`config.mk`:
```
export PLATFORM = sky130hd
export DESIGN_NAME = alu_issue_queue
export DESIGN_NICKNAME = d
export VERILOG_FILES = /design/src/rtl/alu_pkg.sv /design/src/rtl/alu_cmd_fifo.sv /design/src/rtl/alu_issue_queue.sv
export SDC_FILE = /design/constraint.sdc
export NUM_CORES = 1
export LEC_CHECK = 0
export ABC_CLOCK_PERIOD_IN_PS = 2460
export CORE_MARGIN = 2
export CORE_UTILIZATION = 48
export CTS_CLUSTER_DIAMETER = 60
export CTS_CLUSTER_SIZE = 8
export DETAILED_ROUTE_END_ITERATION = 10
export HOLD_SLACK_MARGIN = 0.1
export MAX_ROUTING_LAYER = met4
export PLACE_DENSITY = 0.76
export SLEW_MARGIN = 20
export SYNTH_ARGS = -nofsm -noshare
export SYNTH_HDL_FRONTEND = slang
export SYNTH_HIERARCHICAL = 1
export SYNTH_SLANG_ARGS = --single-unit
```
`constraint.sdc`:
```
create_clock -name clk -period 2.46 [get_ports clk]
set_clock_uncertainty 0.1 [all_clocks]
set_input_delay 0.369 -clock clk [delete_from_list [all_inputs] [get_ports clk]]
set_output_delay 0.369 -clock clk [all_outputs]
set_load 0.02 [all_outputs]
```
`src/rtl/alu_pkg.sv`:
```
// alu_pkg: op encodings, FSM state encoding and command layout shared by the ALU issue queue.
package alu_pkg;

    localparam logic [2:0] OP_ADD = 3'b000;
    localparam logic [2:0] OP_SUB = 3'b001;
    localparam logic [2:0] OP_MUL = 3'b010;
    localparam logic [2:0] OP_DIV = 3'b011;

    localparam logic [1:0] S_IDLE = 2'd0;
    localparam logic [1:0] S_EXEC = 2'd1;
    localparam logic [1:0] S_DONE = 2'd2;

    localparam int CMD_OPW = 4;

    typedef struct packed {
        logic [CMD_OPW-1:0] a;
        logic [CMD_OPW-1:0] b;
        logic [2:0]         op;
    } cmd_t;

    function automatic logic is_supported_op(input logic [2:0] op);
        return op inside {OP_ADD, OP_SUB, OP_MUL, OP_DIV};
    endfunction

endpackage

```
`src/rtl/alu_cmd_fifo.sv`:
```
// alu_cmd_fifo: synchronous command FIFO with occupancy count and a synchronous flush.
module alu_cmd_fifo #(
    parameter int DEPTH = 4,
    parameter int W     = 11
) (
    input  logic                     clk,
    input  logic                     rst_n,
    input  logic                     flush,
    input  logic                     push,
    input  logic                     pop,
    input  logic [W-1:0]             din,
    output logic [W-1:0]             dout,
    output logic                     full,
    output logic                     empty,
    output logic [$clog2(DEPTH):0]   count
);
    localparam int AW = $clog2(DEPTH);

    logic [W-1:0]  mem_q [DEPTH];
    logic [AW-1:0] wp_q, rp_q;
    logic [AW:0]   cnt_q;
    logic          do_push, do_pop;

    assign full    = cnt_q == (AW+1)'(DEPTH);
    assign empty   = cnt_q == '0;
    assign count   = cnt_q;
    assign dout    = mem_q[rp_q];
    assign do_push = push && !full && !flush;
    assign do_pop  = pop && !empty && !flush;

    always_ff @(posedge clk or negedge rst_n) begin
        if (!rst_n) begin
            wp_q  <= '0;
            rp_q  <= '0;
            cnt_q <= '0;
        end else if (flush) begin
            wp_q  <= '0;
            rp_q  <= '0;
            cnt_q <= '0;
        end else begin
            wp_q  <= do_push ? wp_q + 1'b1 : wp_q;
            rp_q  <= do_pop ? rp_q + 1'b1 : rp_q;
            cnt_q <= cnt_q + (AW+1)'(do_push) - (AW+1)'(do_pop);
        end
    end

    always_ff @(posedge clk) begin
        if (do_push) mem_q[wp_q] <= din;
    end

endmodule

```
`src/rtl/alu_issue_queue.sv`:
```
// alu_issue_queue: buffers ALU commands, issues them one at a time and registers each result
// (or an error for unsupported ops / divide by zero) for a valid/ready consumer.
module alu_issue_queue
    import alu_pkg::*;
#(
    parameter int DEPTH = 4,
    parameter int OPW   = 4,
    parameter int RW    = 8
) (
    input  logic                   clk,
    input  logic                   rst_n,
    input  logic                   flush,
    input  logic                   in_valid,
    output logic                   in_ready,
    input  logic [OPW-1:0]         in_a,
    input  logic [OPW-1:0]         in_b,
    input  logic [2:0]             in_op,
    output logic [OPW-1:0]         alu_a,
    output logic [OPW-1:0]         alu_b,
    output logic [2:0]             alu_op,
    input  logic [RW-1:0]          alu_result,
    output logic                   out_valid,
    input  logic                   out_ready,
    output logic [RW-1:0]          out_result,
    output logic [2:0]             out_op,
    output logic                   out_err,
    output logic [$clog2(DEPTH):0] count
);
    localparam int CW = 2 * OPW + 3;

    logic [CW-1:0]  head;
    logic           full, empty, exec, done_ack, issue, bad;
    logic [1:0]     state_q, state_d;
    logic [OPW-1:0] a_q, a_d, b_q, b_d;
    logic [2:0]     op_q, op_d, oop_q, oop_d;
    logic           ov_q, ov_d, err_q, err_d;
    logic [RW-1:0]  res_q, res_d;

    alu_cmd_fifo #(.DEPTH(DEPTH), .W(CW)) u_fifo (
        .clk   (clk),
        .rst_n (rst_n),
        .flush (flush),
        .push  (in_valid),
        .pop   (issue),
        .din   ({in_a, in_b, in_op}),
        .dout  (head),
        .full  (full),
        .empty (empty),
        .count (count)
    );

    assign in_ready = !full;
    assign exec     = state_q == S_EXEC;
    assign done_ack = state_q == S_DONE && ov_q && out_ready;
    assign issue    = !empty && (state_q == S_IDLE || done_ack);
    // alu_result is meaningless for these cases, so it is replaced by zero
    assign bad      = !is_supported_op(op_q) || (op_q == OP_DIV && b_q == '0);

    always_comb begin
        state_d            = issue ? S_EXEC : exec ? S_DONE : done_ack ? S_IDLE : state_q;
        {a_d, b_d, op_d}   = issue ? head : {a_q, b_q, op_q};
        ov_d               = exec ? 1'b1 : done_ack ? 1'b0 : ov_q;
        res_d              = exec ? (bad ? '0 : alu_result) : res_q;
        oop_d              = exec ? op_q : oop_q;
        err_d              = exec ? bad : err_q;
    end

    always_ff @(posedge clk or negedge rst_n) begin
        if (!rst_n) begin
            state_q <= S_IDLE;
            a_q     <= '0;
            b_q     <= '0;
            op_q    <= '0;
            ov_q    <= 1'b0;
            res_q   <= '0;
            oop_q   <= '0;
            err_q   <= 1'b0;
        end else if (flush) begin
            state_q <= S_IDLE;
            ov_q    <= 1'b0;
            res_q   <= '0;
            oop_q   <= '0;
            err_q   <= 1'b0;
        end else begin
            state_q <= state_d;
            a_q     <= a_d;
            b_q     <= b_d;
            op_q    <= op_d;
            ov_q    <= ov_d;
            res_q   <= res_d;
            oop_q   <= oop_d;
            err_q   <= err_d;
        end
    end

    assign alu_a      = a_q;
    assign alu_b      = b_q;
    assign alu_op     = op_q;
    assign out_valid  = ov_q;
    assign out_result = res_q;
    assign out_op     = oop_q;
    assign out_err    = err_q;

endmodule

```
==> summary.md, run 1 <==
| Metric | Value |
|---|---|
| RSZ-0062 raised after global routing | `no` |
| Final setup vio count | `0` |
| Clock-pin slew on the worst setup and hold paths | `~0.09 ns` |
| Row count | `29` |
| Num CTS Buffers | `9` |
| TritonCTS clock tree | `yes` |
| Syn avg cell area | `about 16 um^2` |
| Async set or reset register ratio after synthesis | `~43%` |
| Post-DP Area | `3870 um^2` |
| Crit path max fanout | `6` |
| Most common cell after layout, fill and taps aside | `clkdlybuf4s50_1` |
| Vias in the first global route | `1875` |
| Post-route cell area | `roughly 4100 um^2` |
| Drt wl/cell | `about 16 um` |
| Setup crit end kind | `primary output` |
| Initial antenna violation count | `0` |
| H-tree depth | `3` |
| Total congestion overflow | `0` |
| Post-synth EDFFs | `44` |
| Die ar. | `between 7000 and 8000 um^2` |
| Status | `finished, final reports clean` |
| Clock Latency Late Sink | `around 0.34 ns` |
| Via density | `between 5 and 6` |
| Number of synthesized register bits | `a little under 80` |
| Setup Buffers After CTS | `0` |
| Core area | `around 6400 um^2` |
| Ports | `between 50 and 60` |
| First-pass GRT wire length | `about 9300 um` |
| Clk Tree Root Cell | `clkbuf_8` |
| IO buf count | `roughly 50` |
| Drt initial violations | `~110` |
| Distinct cell type count after synthesis | `37` |
| Number of hold buffers added after cts | `0` |
| Cells after Synth | `200` |
| Clock Sinks | `77` |
| Number of nets in the layout | `~300` |
| Antenna cells | `0` |
| Fill count | `472` |
| Met3 Usage GRT | `under 10%` |
| Max VDD drop | `0.497 mV` |
| Fin crit period | `~2.3 ns` |
| Busiest layer in global routing | `met2` |
| Sequential area share after synthesis | `about two thirds` |
| Syn-to-layout area delta | `27.7%` |
| Worst-Margin Slew | `0.515 ns` |
| Most frequent cells in the layout | `51 x clkdlybuf4s50_1, 44 x edfxtp_1, 33 x dfrtp_1, 16 x buf_4, 14 x nand2_1` |
| Leakage | `between 1.5 and 2 nW` |
| Final WL | `roughly 5600 um` |
| Multi-input gate area | `between 900 and 1000 um^2` |
| Final Slew Violations | `0` |
| Die extent in y | `roughly 86 um` |
| Final period util | `between 90% and 100%` |
| Pin count of the biggest net entering global routing | `34` |
| Synthesized area | `about 3200 um^2` |
| Clock buffer depth | `2` |
| Layout cells sized above 1 | `between 20% and 30%` |
| Hpwl dp | `~3800 um` |
| Worst Path Class, Setup | `flop to primary output` |
| Hold crit path type | `input port to asynchronous set/reset pin` |
| Setup TNS | `0 ns` |
| Met1 usage | `approximately 22%` |
| Max Clk Rate | `432 MHz` |
| Met2 Use GR | `a little over a quarter` |
| DIE WIDTH | `roughly 86 um` |
| CP required | `between 1.5 and 2 ns` |
| Worst setup margin | `approximately 0.15 ns` |
| CP arrival | `~1.8 ns` |
| Number of max-cap violations | `0` |
| Normalized max-slew margin | `65.6%` |
| Tot Pwr | `between 4 and 5 mW` |
| Primary FF master, synth | `edfxtp_1` |
| CP Launch Type | `flop` |
| Global-route usage over all layers | `17.3%` |
| Smallest hold slack | `~0.32 ns` |
| Via count | `around 1800` |
| Endpoints failing hold | `0` |
| Register area | `2150 um^2` |
| Post-DRT Antenna Nets | `0` |
| Initial Utilization | `between 50 and 60%` |
| DRT Pass-1 Iters | `6` |
| Placer Congestion | `around 0.72` |
| # DRC | `0` |
| Post-placement worst setup slack | `-0.180 ns` |
| YS warnings | `6` |
| Power density over the cells | `1010 nW/um^2` |
| Syn Nets | `231` |
-- flip-flops by register name, summed over array words and instances (netlist names), 2 cells and up --
name / cells
alu_a: 4
alu_op: 3
u_fifo/mem_q: 44
state_q: 2
out_result: 8
alu_b: 4
u_fifo/wp_q: 2
u_fifo/rp_q: 2
out_op: 3
u_fifo/count: 3
-- metal layers --
metal / vias up / wire, um
li1: 875 / -
met1: 895 / 2540
met2: 57 / 2670
met3: 13 / 283
met4: 0 / 112
met5: - / 0
-- synth_stat cells, types with 2 or more instances --
cell	number	area share (%)
and2_1	4	0.78
nor3_1	2	0.31
o21ai_0	10	1.6
a21oi_1	5	0.78
nor2b_1	2	0.39
nand2b_1	3	0.59
mux2_4	10	4.7
dfrtp_1	33	26
edfxtp_1	44	41
inv_1	9	1.1
buf_6	3	1.1
clkbuf_1	4	0.47
nor2_1	11	1.3
ha_1	6	2.3
mux4_2	9	6.3
mux4_1	2	1.6
nand2_1	14	1.6
nand3b_1	8	1.9
xor2_1	3	0.82
-- final cells by class --
type	count	share of cell area, %
flip-flops and latches	77	52.5
multi-input cells	106	23.9
repair buffers	67	15.4
clock buffers	9	3.03
well taps	77	2.36
clock inverters	7	1.99
inverters	9	0.826
-- worst max-delay path, cell delays in order, from the launching register on --
cell and delay, ns:
dfrtp_1 0.39, buf_4 0.17, nor3b_2 0.33, inv_1 0.07
clkdlybuf4s50_1 0.54
-- final timing paths --
check,from,to,slack (ns),depth (start not counted)
hold reg to reg,out_result[0],out_result[0],0.41,2
max in group asynchronous,rst_n,u_fifo/wp_q[0],1.64,2
hold / removal,rst_n,alu_a[2],0.32,2
min in group clk,out_result[0],out_result[0],0.41,2
setup / recovery,u_fifo/count[1],in_ready,0.15,4
setup reg to reg,u_fifo/count[1],u_fifo/count[2],0.20,11
-- cells by family (layout without fill, tap and decap cells) --
group,Yosys count,in the layout,share of synthesized area [%]
AO/OA/AOI/OAI,21,21,3.83
XOR/XNOR,4,4,1.09
adder cells (fa/ha/maj),7,7,2.97
buffers and inverters,17,92,2.74
flip-flops,77,77,67.1
multiplexers,23,23,13.3
AND/OR/NAND/NOR,51,51,8.99
-- timing repair --
action | 4_1_cts | 5_1_grt
resized for setup | 0 | 2
hold endpoints to repair | 0 | 0
endpoints found under the setup margin | 0 | 1
-- per-stage QoR --
stage	instances	utilization [%]
6_report	352	64.0
5_1_grt	352	64.0
4_1_cts	352	63.9
3_5_place_dp	336	60.7
3_3_place_gp	336	60.7
2_1_floorplan	200	-
-- report_power, final --
part           switching, mW  leakage [nW]  internal (mW)
sequential             0.151         0.830           1.58
clock                  0.491        0.0944          0.482
combinational          0.653         0.663          0.775
Power figures use the tool's default switching activity.
==> run 2: changes to the inputs <==
--- a/config.mk
+++ b/config.mk
@@ -7,14 +7,12 @@
 export LEC_CHECK = 0
 export ABC_CLOCK_PERIOD_IN_PS = 2460
 export CORE_MARGIN = 2
-export CORE_UTILIZATION = 48
+export CORE_UTILIZATION = 25
 export CTS_CLUSTER_DIAMETER = 60
 export CTS_CLUSTER_SIZE = 8
 export DETAILED_ROUTE_END_ITERATION = 10
 export HOLD_SLACK_MARGIN = 0.1
 export MAX_ROUTING_LAYER = met4
-export PLACE_DENSITY = 0.76
-export SLEW_MARGIN = 20
 export SYNTH_ARGS = -nofsm -noshare
 export SYNTH_HDL_FRONTEND = slang
 export SYNTH_HIERARCHICAL = 1
==> summary.md, run 2 (synthesis gave the netlist of run 1 again) <==
| Metric | Value |
|---|---|
| Status | `finished, final reports clean` |
| Hpwl dp | `about 4200 um` |
| Final Slew Violations | `0` |
| # DRC | `0` |
| Fill count | `approximately 1200` |
| Post-DRT Antenna Nets | `0` |
| DIE WIDTH | `117 um` |
| Drt wl/cell | `around 14 um` |
| Register area | `around 2100 um^2` |
| IO buf count | `between 50 and 60` |
| CP arrival | `1.83 ns` |
| Clock Latency Late Sink | `between 0.3 and 0.4 ns` |
| Layout cells sized above 1 | `20.6%` |
| Tot Pwr | `4.41 mW` |
| RSZ-0062 raised after global routing | `no` |
| Largest Register | `u_fifo/mem_q` |
| Final Util | `approximately a third` |
| Max Clk Rate | `~430 MHz` |
| Global-route usage over all layers | `approximately a tenth` |
| Core area | `12600 um^2` |
| Number of max-cap violations | `0` |
| Initial antenna violation count | `0` |
| Pin count of the biggest net entering global routing | `34` |
| Max VDD drop | `0.412 mV` |
| Die extent in y | `~120 um` |
| Most frequent cells in the layout | `51 x clkdlybuf4s50_1, 44 x edfxtp_1, 33 x dfrtp_1, 18 x buf_4, 14 x nand2_1` |
| Total congestion overflow | `0` |
| Num CTS Buffers | `9` |
| Syn-to-layout area delta | `34.2%` |
| First-pass GRT wire length | `10100 um` |
| CP required | `~2.0 ns` |
| DRT Pass-1 Iters | `4` |
| Final period util | `between 90% and 100%` |
| Hold crit path type | `input port to asynchronous set/reset pin` |
| H-tree depth | `3` |
| Number of hold buffers added after cts | `0` |
| Max reg flops | `44` |
| Post-placement worst setup slack | `-0.182 ns` |
| Post-cts sizing count | `0` |
| Leakage | `around 1.6 nW` |
| Number of nets in the layout | `303` |
| Setup Buffers After CTS | `0` |
| Ports | `between 50 and 60` |
| Worst Path Class, Setup | `flop to primary output` |
| Via density | `approximately 4` |
| Endpoints failing hold | `0` |
| Vias in the first global route | `1918` |
| Fin crit period | `~2.3 ns` |
| Worst setup margin | `between 0.15 and 0.2 ns` |
| Worst-Margin Slew | `0.559 ns` |
| Clock buffer depth | `2` |
| Final WL | `6170 um` |
| Most common cell after layout, fill and taps aside | `clkdlybuf4s50_1` |
| Clock Sinks | `77` |
| Via count | `~1800` |
| Clock-pin slew on the worst setup and hold paths | `0.06 ns` |
| Power density over the cells | `1030 nW/um^2` |
| Multi-input gate area | `~970 um^2` |
| Normalized max-slew margin | `between 60% and 70%` |
| Crit path max fanout | `6` |
| Row count | `41` |
| Clk Tree Root Cell | `clkbuf_16` |
| TritonCTS clock tree | `yes` |
| Setup crit end kind | `primary output` |
| Final setup vio count | `0` |
| Drt initial violations | `90` |
| Die ar. | `between 10000 and 15000 um^2` |
| Initial Utilization | `between 20% and 30%` |
| Placer Congestion | `0.728` |
| CP Launch Type | `flop` |
==> run 2: cell types whose count changed in the layout (fill, tap and decap cells not counted), sizes merged <==
cell	before	now
buf	16	18
bufinv	1	0
clkbuf	9	10
clkinv	0	4
clkinvlp	3	1
diode	0	1
inv	12	10
==> run 2: final timing paths <==
kind	endpoint	slack (ns)	start	cells after the start
worst min register to register	out_result[0]	0.41	out_result[0]	2
min in group clk	out_result[0]	0.41	out_result[0]	2
worst max register to register	u_fifo/count[2]	0.19	state_q[1]	11
worst min-delay path	out_result[5]	0.35	rst_n	2
worst max-delay path	in_ready	0.16	u_fifo/count[1]	5
max in group asynchronous	u_fifo/wp_q[1]	1.58	rst_n	2
==> run 2: critical path, stage by stage (launching register included) <==
cell	delay (ns)
dfrtp_1	0.38
buf_4	0.16
nor3b_2	0.23
buf_4	0.16
inv_1	0.03
clkdlybuf4s50_1	0.53
==> run 2: cell type report <==
class	count	share of cell area, %
Sequential cell	77	50.0
Multi-Input combinational cell	106	22.5
Timing Repair Buffer	69	15.0
Clock buffer	10	5.56
Tap cell	172	5.01
Clock inverter	6	1.08
Inverter	9	0.786
Antenna cell	1	0.0582
==> run 2: through the flow <==
stage               std cells  hold WS, ns  setup TNS, ns  cell area [um^2]
finish                    450        0.347              0              4300
global route              449        0.397              0              4290
global placement          433        0.396         -0.246              4010
detailed placement        433        0.402         -0.299              4010
CTS                       449        0.367              0              4290
floorplan                 200      -0.0266              0              3200
==> run 2: power by group <==
group | leakage, nW | switching [mW] | internal, mW
clock network | 0.137 | 0.524 | 0.715
registers | 0.830 | 0.159 | 1.58
logic | 0.671 | 0.651 | 0.777
total | 1.64 | 1.33 | 3.07
==> run 2: metal layers <==
layer	vias to the layer above	part of all wire, %	global-route usage, %
li1	886	-	-
met1	896	46	12.9
met2	47	47	15.2
met3	9	5.5	3.40
met4	0	1.9	5.41
met5	-	0	-
